===== src/rtl/fifo_share_pkg.sv =====
// Shared types and defaults for the shared-FIFO controller.
// The optional FIFO flag cross-check is enabled by FIFO_CTRL_STATUS_CHECK_EN.
package fifo_share_pkg;

    typedef enum logic {
        ST_RUN   = 1'b0,
        ST_FLUSH = 1'b1
    } state_e;

    localparam int DEF_NREQ = 4;
    localparam int DEF_MSBD = 3;
    localparam int DEF_LAST = 15;
    localparam int DEF_MSBA = 3;

    // Occupancy must also represent the completely-full count LAST+1.
    function automatic int occ_width(input int msba);
        return msba + 2;
    endfunction

endpackage


===== src/rtl/fifo_share_ctrl_rr_arbiter.sv =====
// Round-robin request search starting at ptr; returns a one-hot grant and its index.
// The pointer register itself lives in the parent controller.
module rr_arbiter #(
    parameter int NREQ = 4
) (
    input  logic [NREQ-1:0]          req,
    input  logic [$clog2(NREQ)-1:0]  ptr,
    output logic [NREQ-1:0]          gnt,
    output logic [$clog2(NREQ)-1:0]  idx,
    output logic                     any
);

    localparam int PW = $clog2(NREQ);

    always_comb begin : search
        int k;
        k   = 0;
        gnt = '0;
        idx = '0;
        any = 1'b0;
        for (int i = 0; i < NREQ; i++) begin
            k = int'(ptr) + i;
            if (k >= NREQ) k = k - NREQ;
            if (!any && req[k]) begin
                gnt[k] = 1'b1;
                idx    = PW'(k);
                any    = 1'b1;
            end
        end
    end

endmodule


===== src/rtl/fifo_share_ctrl.sv =====
// Shares one push/pop FIFO between NREQ producers and one consumer, with drain (flush) support.
// Optional flag cross-check against the FIFO: define FIFO_CTRL_STATUS_CHECK_EN.
module fifo_share_ctrl
    import fifo_share_pkg::*;
#(
    parameter int NREQ = DEF_NREQ,
    parameter int MSBD = DEF_MSBD,
    parameter int LAST = DEF_LAST,
    parameter int MSBA = DEF_MSBA
) (
    input  logic                     clock,
    input  logic                     reset_n,
    input  logic [NREQ-1:0]          req,
    input  logic [NREQ*(MSBD+1)-1:0] req_data,
    output logic [NREQ-1:0]          gnt,
    input  logic                     pop_req,
    output logic                     pop_ack,
    input  logic                     flush,
    output logic                     flush_done,
    output logic                     fifo_push,
    output logic [MSBD:0]            fifo_data,
    output logic                     fifo_pop,
    input  logic                     fifo_full_in,
    input  logic                     fifo_empty_in,
    output logic [MSBA+1:0]          occ,
    output logic                     full,
    output logic                     empty,
    output logic                     status_err,
    output state_e                   dbg_state
);

    localparam int DW = MSBD + 1;
    localparam int OW = occ_width(MSBA);
    localparam int PW = $clog2(NREQ);
    localparam logic [OW-1:0] OCC_MAX = OW'(LAST + 1);

    state_e          state;
    logic [PW-1:0]   rr_ptr;
    logic            prio;
    logic [NREQ-1:0] arb_gnt;
    logic [PW-1:0]   arb_idx;
    logic            arb_any;
    logic            run, push_cand, pop_cand, conflict, do_push, do_pop, drain;

    rr_arbiter #(.NREQ(NREQ)) u_arb (
        .req (req),
        .ptr (rr_ptr),
        .gnt (arb_gnt),
        .idx (arb_idx),
        .any (arb_any)
    );

    // Handshake: a producer holds req/req_data until the cycle its gnt bit is high;
    // the consumer's pop_req is accepted in the cycle pop_ack is high. Both are
    // combinational and forced low while reset_n is asserted.
    assign full      = (occ == OCC_MAX);
    assign empty     = (occ == '0);
    assign run       = reset_n && (state == ST_RUN);
    assign push_cand = run && arb_any && !full;
    assign pop_cand  = run && pop_req && !empty;
    assign conflict  = push_cand && pop_cand;
    // The FIFO cannot push and pop together, so a conflict goes to whichever side prio names.
    assign do_push   = push_cand && !(conflict && prio);
    assign do_pop    = pop_cand && !(conflict && !prio);
    assign drain     = reset_n && (state == ST_FLUSH) && !empty;

    assign gnt       = do_push ? arb_gnt : '0;
    assign fifo_push = do_push;
    assign pop_ack   = do_pop;
    assign fifo_pop  = do_pop || drain;
    assign dbg_state = state;

    always_comb begin
        fifo_data = '0;
        for (int i = 0; i < NREQ; i++) begin
            if (gnt[i]) fifo_data = req_data[i*DW +: DW];
        end
    end

    always_ff @(posedge clock or negedge reset_n) begin
        if (!reset_n) begin
            state      <= ST_RUN;
            rr_ptr     <= '0;
            prio       <= 1'b0;
            occ        <= '0;
            flush_done <= 1'b0;
        end else begin
            flush_done <= 1'b0;
            if (fifo_push)     occ <= occ + OW'(1);
            else if (fifo_pop) occ <= occ - OW'(1);
            if (conflict) prio <= !prio;
            if (do_push) rr_ptr <= (arb_idx == PW'(NREQ - 1)) ? '0 : arb_idx + PW'(1);
            case (state)
                ST_RUN: begin
                    if (flush) state <= ST_FLUSH;
                end
                ST_FLUSH: begin
                    if (empty) begin
                        state      <= ST_RUN;
                        flush_done <= 1'b1;
                    end
                end
                default: state <= ST_RUN;
            endcase
        end
    end

`ifdef FIFO_CTRL_STATUS_CHECK_EN
    always_ff @(posedge clock or negedge reset_n) begin
        if (!reset_n) begin
            status_err <= 1'b0;
        end else if ((full != fifo_full_in) || (empty != fifo_empty_in)) begin
            status_err <= 1'b1;
        end
    end
`else
    logic unused_flags;
    assign unused_flags = fifo_full_in ^ fifo_empty_in;
    assign status_err   = 1'b0;
`endif

endmodule

===== config.mk =====
export PLATFORM = sky130hd
export DESIGN_NAME = fifo_share_ctrl
export DESIGN_NICKNAME = d
export VERILOG_FILES = /design/src/rtl/fifo_share_pkg.sv /design/src/rtl/fifo_share_ctrl_rr_arbiter.sv /design/src/rtl/fifo_share_ctrl.sv
export SDC_FILE = /design/constraint.sdc
export NUM_CORES = 1
export LEC_CHECK = 0
export CORE_MARGIN = 4
export CORE_UTILIZATION = 41
export CTS_CLUSTER_SIZE = 40
export DETAILED_ROUTE_END_ITERATION = 12
export PLACE_DENSITY = 0.77
export SETUP_SLACK_MARGIN = 0.1
export SYNTH_ARGS = -nofsm -noshare
export SYNTH_HDL_FRONTEND = slang
export SYNTH_SLANG_ARGS = --single-unit

===== constraint.sdc =====
create_clock -name clock -period 3.93 [get_ports clock]
set_input_delay 1.179 -clock clock [delete_from_list [all_inputs] [get_ports clock]]
set_output_delay 1.179 -clock clock [all_outputs]
set_load 0.02 [all_outputs]

# Yosys cells after proc, flatten, opt, wreduce, memory -nomap -nowiden

Cells that the tools add are included.

Bits in registers: 10
Input port bits: 26
Output and inout bits: 21
Logic and storage cells: 112

Add/sub/neg operators: 10
Magnitude comparators: 12
Equal/unequal tests: 2
Mux-type cells: 49
Bitwise gates (word level): 4
Reductions and logical operators: 30

Operator list:

| operator                                                                             | number |
|---|---|
| 32-bit by 1-bit greater-or-equal comparator with 1-bit output, second input constant | 4 |
| 32-bit by 4-bit < comparator with 1-bit output, second input constant                | 4 |
| 32-bit two-way mux                                                                   | 4 |
| 32-bit by 4-bit greater-or-equal comparator with 1-bit output, second input constant | 3 |
| 32-bit by 4-bit subtractor with 32-bit output, second input constant                 | 3 |
| 4-bit two-way mux                                                                    | 9 |
| 1-bit two-way mux                                                                    | 20 |
| 1-bit logical AND                                                                    | 19 |
| 4-bit OR                                                                             | 3 |
| 2-bit two-way mux                                                                    | 5 |
| 5-bit two-way mux                                                                    | 2 |
| 1-bit binary-select mux with 2-bit select                                            | 4 |
| 1-bit demux with 2-bit select                                                        | 4 |
| 1-bit zero test                                                                      | 8 |
| 2-bit by 2-bit adder with 3-bit output, second input constant                        | 2 |
| 5-bit by 1-bit adder with 5-bit output, second input constant                        | 1 |
| 5-bit equality test, second input constant                                           | 1 |
| 5-bit zero test                                                                      | 1 |
| 5-bit by 1-bit subtractor with 5-bit output, second input constant                   | 1 |
| 2-bit by 3-bit subtractor with 4-bit output, second input constant                   | 1 |
| 2-bit by 1-bit adder with 3-bit output, second input constant                        | 1 |
| 2-bit by 3-bit greater-or-equal comparator with 1-bit output, second input constant  | 1 |
| 2-bit by 1-bit adder with 2-bit output, second input constant                        | 1 |
| 2-bit equality test, second input constant                                           | 1 |
| 4 further kinds                                                                      | 4 |

# Logic depth before layout (Yosys ltp)

Gate-level depths: netlist of the first run.

Word-level depth: 26
Gate-level depth with buffers: 11
Gate-level depth less buffers: 9

# Hierarchy

A second synthesis of the first run with hierarchy kept.

Cells, all modules: 138
Area total of the unflattened synthesis: 1288.7 um2

By module, submodules not included:

| module          | instances | cells each | area an instance (um2) | seq. area each (um2) |
|---|---|---|---|---|
| fifo_share_ctrl | 1         | 90         | 828.3                  | 250.2 |
| rr_arbiter      | 1         | 48         | 460.4                  | 0.0 |

# Worst setup path before layout of the first run

Ideal clock, no wire load.

Path type: flip-flop to output port
From: register rr_ptr[0]
To: output fifo_data[0]
Arrival time: 3.135 ns
Data required time: 2.751 ns
Path slack: -0.384 ns
Cell stages (with the launch flop): 11
Path buffers: 2
Cell sequence: dfrtp_1 > buf_6 > clkbuf_1 > inv_1 > ha_1 > mux4_2 > nand3b_1 > a2bb2oi_1 > o21a_1 > a21oi_1 > a221oi_2

Elaborated cells between the ends (all ways): 75
Those cells by class: add/sub: 7; order compare: 12; mux: 37; bitwise: 3; reduce/logical: 16

RTL lines:

| element                                                                                | line                  | text |
|---|---|---|
| from (decl)                                                                            | fifo_share_ctrl.sv:38 | `logic [PW-1:0] rr_ptr;` |
| from (signal assigned)                                                                 | fifo_share_ctrl.sv:92 | `if (do_push) rr_ptr <= (arb_idx == PW'(NREQ - 1)) ? '0 : arb_idx + PW'(1);` |
| branches (longest 21 deep; another with 32-bit by 4-bit subtractor with 32-bit output) | -                     |  |
| 4-bit two-way mux *                                                                    | fifo_share_ctrl.sv:67 | `assign gnt = do_push ? arb_gnt : '0;` |
| via gnt[1]                                                                             | fifo_share_ctrl.sv:15 | `output logic [NREQ-1:0] gnt,` |
| 4-bit two-way mux * (3 in a row)                                                       | fifo_share_ctrl.sv:76 | `if (gnt[i]) fifo_data = req_data[i*DW +: DW];` |
| to (decl)                                                                              | fifo_share_ctrl.sv:21 | `output logic [MSBD:0] fifo_data,` |

Mark *: on every way through the listed nets, which the timed path passes. The select of a mux whose other input is x is not followed.

# Worst setup path in the final report of the first run

From: input req[2]
To: output fifo_data[1]

Longest elaborated chain between the ends: 24
Elaborated cells between the ends (all ways): 40
Those cells by class: mux: 25; bitwise: 3; reduce/logical: 12

RTL lines:

| element                                              | line                             | text |
|---|---|---|
| from (decl)                                          | fifo_share_ctrl.sv:13            | `input logic [NREQ-1:0] req,` |
| 1-bit binary-select mux with 2-bit select            | fifo_share_ctrl_rr_arbiter.sv:24 | `if (!any && req[k]) begin` |
| 1-bit two-way mux (implied by the code) (2 in a row) | fifo_share_ctrl_rr_arbiter.sv:24 |  |
| 1-bit two-way mux                                    | fifo_share_ctrl_rr_arbiter.sv:24 |  |
| 1-bit zero test                                      | fifo_share_ctrl_rr_arbiter.sv:24 |  |
| 1-bit logical AND                                    | fifo_share_ctrl_rr_arbiter.sv:24 |  |
| 1-bit two-way mux                                    | fifo_share_ctrl_rr_arbiter.sv:24 |  |
| 1-bit zero test                                      | fifo_share_ctrl_rr_arbiter.sv:24 |  |
| 1-bit logical AND                                    | fifo_share_ctrl_rr_arbiter.sv:24 |  |
| (+4 left out)                                        | -                                |  |
| 1-bit logical AND (2 in a row)                       | fifo_share_ctrl.sv:59            | `assign push_cand = run && arb_any && !full;` |
| 1-bit logical AND                                    | fifo_share_ctrl.sv:61            | `assign conflict = push_cand && pop_cand;` |
| 1-bit logical AND                                    | fifo_share_ctrl.sv:63            | `assign do_push = push_cand && !(conflict && prio);` |
| 1-bit zero test                                      | fifo_share_ctrl.sv:63            |  |
| 1-bit logical AND                                    | fifo_share_ctrl.sv:63            |  |
| 4-bit two-way mux *                                  | fifo_share_ctrl.sv:67            |  |
| 4-bit two-way mux (3 in a row)                       | fifo_share_ctrl.sv:76            |  |
| 4-bit two-way mux *                                  | fifo_share_ctrl.sv:76            |  |

Mark *: on every way between the ends. The rest lies on a longest branch, timed or not. The select of a mux whose other input is x is not followed.

==> qor.txt, run 1 <==
Status: finished with violations
Failing checks: negative setup slack
Inserted Clock Buffers: 3
Final Cycle Share: 1.066
Max-cap violations: 0
Reg-to-Reg Start: occ[1]
Post-synth top area share: 0.1890
Worst R2R Path Depth: 9
RSZ-0062 raised after global routing: true
YS warnings: 0
Post-route ant nets: 0
Post-Syn Nets: 190
Critical-path top delay cell: mux4_2
Post-route setup slack: -0.2587 ns
First-pass GRT wire length: 7065 um
Post-synth EDFFs: 0
Worst Setup EP: fifo_data[1]
CP arrival: 3.01 ns
DRT Wirelength: 4205 um
Worst Path Max Fanout: 8
Synth cell count leaders: a21oi_1 (12), nor2_1 (12), inv_1 (11)
Worst Hold Class: register to register
Num Clock Sinks: 10
Grt total ovfl: 0
Min Tclk post-route: 4.189 ns
Drt pass-1 iters: 4
Total power: 0.001478 W
DR vias: 1462
Routed len/inst: 15.35 um
CP Depth: 8
Area Growth Syn to Fin: 66.92%
Fin. max-slew vios: 0
Clock Tree Root: clkbuf_4
Clock Tree Buf Depth: 2
RD Place Congestion: 0.7657
FF-to-FF End: occ[4]
Critical Path Source Type: input port
Final hold violation count: 0
Crit-path leading delay family: compound AO/OA/AOI/OAI gates
IO Port Bufs: 43
Sequential-to-total area share from yosys stat: 0.1890
Final setup viols: 7
CP Launch Point: req[2]
Cell area after synthesis: 0.001324 mm^2
Fillers: 234
Fmax: 238.7 MHz
Synth Flop Type: dfrtp_1
Clk Latency, worst-skew pair: 0.28 ns
CTS tree: yes
Half-perimeter wire length after placement: 3005 um
Crit Path Category: input port to output port
Most used cell, CP: buf_6
Static Leak: 0.9468 nW
Number of global-route vias before repair: 1526
Core footprint: 0.003078 mm^2
Area contributors post-synth: dfrtp_1 (19%), ha_1 (7.6%), mux4_2 (5.1%)
Netlist cell types: 48
Vias per inst: 5.336
Fraction of registers with async set or reset after synthesis: 1.000
Syn Inst Count: 155
GRT Util Overall: 0.2106
Final core utilization: 0.7179
Die Height: 64.82 um
Nets: 266
Diodes inserted: 0
Die Width: 64.82 um
Initial antenna violation count: 0
Iter 0 DRT Violations: 46
Starting Density: 0.4301
# IOs: 47
Worst VDD drop: 361.2 uV
CP Cell Sequence: buf_6 -> mux4_2 -> nand3b_1 -> a2bb2oi_2 -> o21a_4 -> a21oi_4 -> a221oi_4 -> buf_6
Clk_skew: 0.006721 ns
Syn_area_per_cell: 8.540 um^2
Top cell type by total area after synthesis: dfrtp_1
Critical path required time: 2.75 ns
DRC: 0
Worst Path Buf+Inv: 2
Reg clk slew, reported paths: 0.06 ns
Worst path max stage delay: 0.55 ns
Rows: 20
PwrDens: 669.1 mW/mm^2
H-tree depth: 1
Nature of the critical path endpoint: output port
Largest net degree at the start of global routing: 20
Synthesized flop and latch total: 10
R2R setup slack: 1.17 ns
Die area: 0.004202 mm^2
Layout cells sized above 1: 0.3913
state kept, by name, indices dropped and copies added, names as in the netlist:
| register | flops |
|---|---|
| rr_ptr | 2 |
| occ | 5 |
| dbg_state | 1 |
| prio | 1 |
| flush_done | 1 |
routing by layer:
layer / track usage / vias up / share of wire
met3: 0.04506 / 10 / 0.060
met5: 0 / - / 0
met4: 0.07652 / 0 / 0.026
met1: 0.2355 / 678 / 0.41
met2: 0.3870 / 53 / 0.51
li1: - / 721 / -
how the worst min path moves through the flow:
stage,from,endpoint,cells past startpoint
after floorplan,prio,prio,1
after global routing,prio,prio,1
after CTS,prio,prio,1
final,prio,prio,1
after detailed placement,prio,prio,1
after global placement,occ[2],occ[2],2
repair_timing:
action                     in CTS  in global routing
buffers inserted               11                  1
pin swaps                      14                  6
resized for setup             106                  4
setup endpoints to repair      11                 11
hold buffers                    0                  0
layout make-up:
| cell class | count | area [um^2] | share of cell area |
|---|---|---|---|
| Inverter | 12 | 52.55 | 0.02378 |
| Multi-Input combinational cell | 122 | 1084 | 0.4904 |
| Tap cell | 44 | 55.05 | 0.02492 |
| Clock buffer | 4 | 36.28 | 0.01642 |
| Timing Repair Buffer | 82 | 732.0 | 0.3313 |
| Sequential cell | 10 | 250.2 | 0.1133 |
stage by stage:
step                hold WS (ns)  cell area [um^2]  setup TNS, ns  setup slack, ns  std cells
floorplan                 0.5016              1379        -0.5367          -0.1342        155
global placement          0.5220              1969         -9.294           -1.081        258
detailed placement        0.5332              1969         -10.02           -1.172        258
CTS                       0.5473              2210        -0.9227          -0.2234        273
global route              0.5932              2210         -1.556          -0.3308        274
finish                    0.5543              2210         -1.110          -0.2587        274
cell usage in the layout, fill, tap and decap left out, types with 3 or more instances in the layout:
master / Yosys / layout
buf_4: 4 / 36
clkdlybuf4s50_1: 0 / 28
buf_6: 4 / 13
nor2_1: 12 / 11
inv_1: 11 / 10
dfrtp_1: 10 / 10
o21ai_0: 9 / 9
nand2_1: 9 / 9
ha_1: 8 / 8
nor3_1: 7 / 7
a21oi_1: 12 / 7
xnor2_1: 5 / 5
nand4_1: 5 / 5
a21oi_2: 1 / 4
a221oi_4: 0 / 4
buf_2: 2 / 4
mux4_2: 3 / 3
nor2b_1: 4 / 3
a21o_1: 3 / 3
nand3b_1: 3 / 3
clkbuf_4: 0 / 3
kinds of logic after synthesis:
kind of cell	after synthesis	synth area share
AO/OA/AOI/OAI	52	0.3100
XOR/XNOR	6	0.03970
adder cells (fa/ha/maj)	9	0.09074
buffers and inverters	23	0.1011
flip-flops	10	0.1890
multiplexers	5	0.06710
other	1	0.002833
AND/OR/NAND/NOR	49	0.1994
report_power, final:
group          internal [W]  leakage [nW]   total, W  switching [W]
sequential         0.000153         0.119   0.000202      0.0000484
clock             0.0000564        0.0210  0.0000961      0.0000397
combinational      0.000579         0.806    0.00118       0.000602
No activity file was read; power rests on OpenSTA's default activity.
==> inputs of run 2 (changes only) <==
Settings changed: CORE_MARGIN 4 to 5.
==> qor.txt, run 2 (synthesis results as in run 1) <==
Status: finished with violations (unchanged)
Failing checks: negative setup slack (unchanged)
Placed cells: 261 (was 258)
Drt pass-1 iters: 4 (unchanged)
Diodes inserted: 0 (unchanged)
Fillers: 240 (was 234)
Clock Tree Buf Depth: 2 (unchanged)
Clk_skew: 0.009016 ns (was 0.006721 ns)
Fin. max-slew vios: 0 (unchanged)
IO Port Bufs: 43 (unchanged)
RD Place Congestion: 0.7652 (was 0.7657)
Worst Path Max Fanout: 8 (unchanged)
Layout cells sized above 1: 0.4192 (was 0.3913)
Max-cap violations: 0 (unchanged)
R2R setup slack: 1.01 ns (was 1.17 ns)
Static Leak: 0.9519 nW (was 0.9468 nW)
Starting Density: 0.4301 (unchanged)
Largest regs: occ x5, rr_ptr x2 (unchanged)
Reg clk slew, reported paths: 0.06 ns (about the same)
Clock Tree Root: clkbuf_4 (unchanged)
Inserted Clock Buffers: 3 (unchanged)
Vias per inst: 5.432 (was 5.336)
PwrDens: 675.3 mW/mm^2 (was 669.1 mW/mm^2)
Cts hold-fix bufs: 0 (unchanged)
H-tree depth: 1 (unchanged)
Worst Hold Class: register to register (unchanged)
Iter 0 DRT Violations: 50 (was 46)
GRT Util Overall: 0.1992 (was 0.2106)
Most frequent cells in the layout: buf_4 (35), clkdlybuf4s50_1 (27), buf_6 (13) (was buf_4 (36), clkdlybuf4s50_1 (28), buf_6 (13))
Worst VDD drop: 338.4 uV (was 361.2 uV)
Area Growth Syn to Fin: 70.23% (was 66.92%)
Nature of the critical path endpoint: output port (unchanged)
Post-route setup slack: -0.2386 ns (was -0.2587 ns)
CTS tree: yes (unchanged)
Final setup viols: 6 (was 7)
Multi-input logic area: 0.001126 mm^2 (was 0.001084 mm^2)
Critical path required time: 2.75 ns (about the same)
Final hold violation count: 0 (unchanged)
DRT Wirelength: 4392 um (was 4205 um)
Die Height: 66.82 um (was 64.82 um)
Core footprint: 0.003078 mm^2 (unchanged)
Nets: 265 (was 266)
Num Clock Sinks: 10 (unchanged)
Rows: 20 (unchanged)
RSZ-0062 raised after global routing: true (unchanged)
Leading cell type in the layout, fill and taps excluded: buf_4 (unchanged)
Non-filler cells, final: 273 (was 274)
Half-perimeter wire length after placement: 3199 um (was 3005 um)
Largest net degree at the start of global routing: 20 (unchanged)
Setup TNS: -1.045 ns (was -1.110 ns)
First-pass GRT wire length: 6893 um (was 7065 um)
DRC: 0 (unchanged)
Min Tclk post-route: 4.169 ns (was 4.189 ns)
Number of global-route vias before repair: 1512 (was 1526)
Fmax: 239.9 MHz (was 238.7 MHz)
Crit Path Category: input port to output port (unchanged)
Routed len/inst: 16.09 um (was 15.35 um)
Initial antenna violation count: 0 (unchanged)
Storage cell area: 250.2 um^2 (unchanged)
Die area: 0.004465 mm^2 (was 0.004202 mm^2)
Biggest register: occ (unchanged)
Die Width: 66.82 um (was 64.82 um)
Post-route ant nets: 0 (unchanged)
Clk Latency, worst-skew pair: 0.27 ns (was 0.28 ns)
Pre-CTS setup slack: -1.188 ns (was -1.172 ns)
CP arrival: 2.99 ns (was 3.01 ns)
# IOs: 47 (unchanged)
Final Cycle Share: 1.061 (was 1.066)
Critical Path Source Type: input port (unchanged)
DR vias: 1483 (was 1462)
Max reg flops: 5 (unchanged)
Grt total ovfl: 0 (unchanged)
run 2: through the flow:
stage,instance area [um^2],hold WS (ns),util,total power [W]
final,2253,0.5599,0.7321,0.001522
after global routing,2253,0.5906,0.7321,0.001637
after CTS,2222,0.5491,0.7220,0.001493
after detailed placement,1992,0.5326,0.6472,0.001246
after global placement,1992,0.5212,0.6472,0.001199
after floorplan,1379,0.5016,-,0.0009021
run 2: worst paths after layout:
check                        start            to  cells past startpoint
setup / recovery            req[2]  fifo_data[3]                      8
hold reg to reg               prio          prio                      1
setup reg to reg            occ[3]        occ[4]                     10
min in group asynchronous  reset_n        occ[2]                      2
hold / removal                prio          prio                      1
max in group asynchronous  reset_n          prio                      2
run 2: critical path, stage by stage:
cell and delay [ns]:
buf_8 0.10, mux4_2 0.56, nand3b_1 0.27, a2bb2oi_4 0.22
o31a_4 0.20, a21oi_2 0.06, a221oi_4 0.24, buf_6 0.16
run 2: final cells by class:
cell class | instances | area share
multi-input combinational | 122 | 0.4997
tap | 44 | 0.02443
sequential | 10 | 0.1110
inverter | 12 | 0.02332
clock buffer | 4 | 0.01610
timing repair buffer | 81 | 0.3254
run 2: per-layer routing:
| layer | share of wire | GRT usage | wire length, um |
|---|---|---|---|
| met1 | 0.40 | 0.2218 | 1760 |
| met2 | 0.53 | 0.3923 | 2348 |
| met3 | 0.052 | 0.03541 | 230 |
| met4 | 0.012 | 0.03046 | 53 |
| met5 | 0 | 0 | 0 |
run 2: timing repair:
action	in CTS	in global routing
setup endpoints to repair	11	11
pin swaps	19	2
buffers inserted	8	1
resized for setup	113	11
run 2: power by group:
| part | internal, W | switching (W) | leakage, nW | total, W |
|---|---|---|---|---|
| clock | 0.0000562 | 0.0000364 | 0.0210 | 0.0000927 |
| combinational | 0.000597 | 0.000632 | 0.811 | 0.00123 |
| sequential | 0.000153 | 0.0000473 | 0.119 | 0.000201 |
| total | 0.000806 | 0.000716 | 0.952 | 0.00152 |
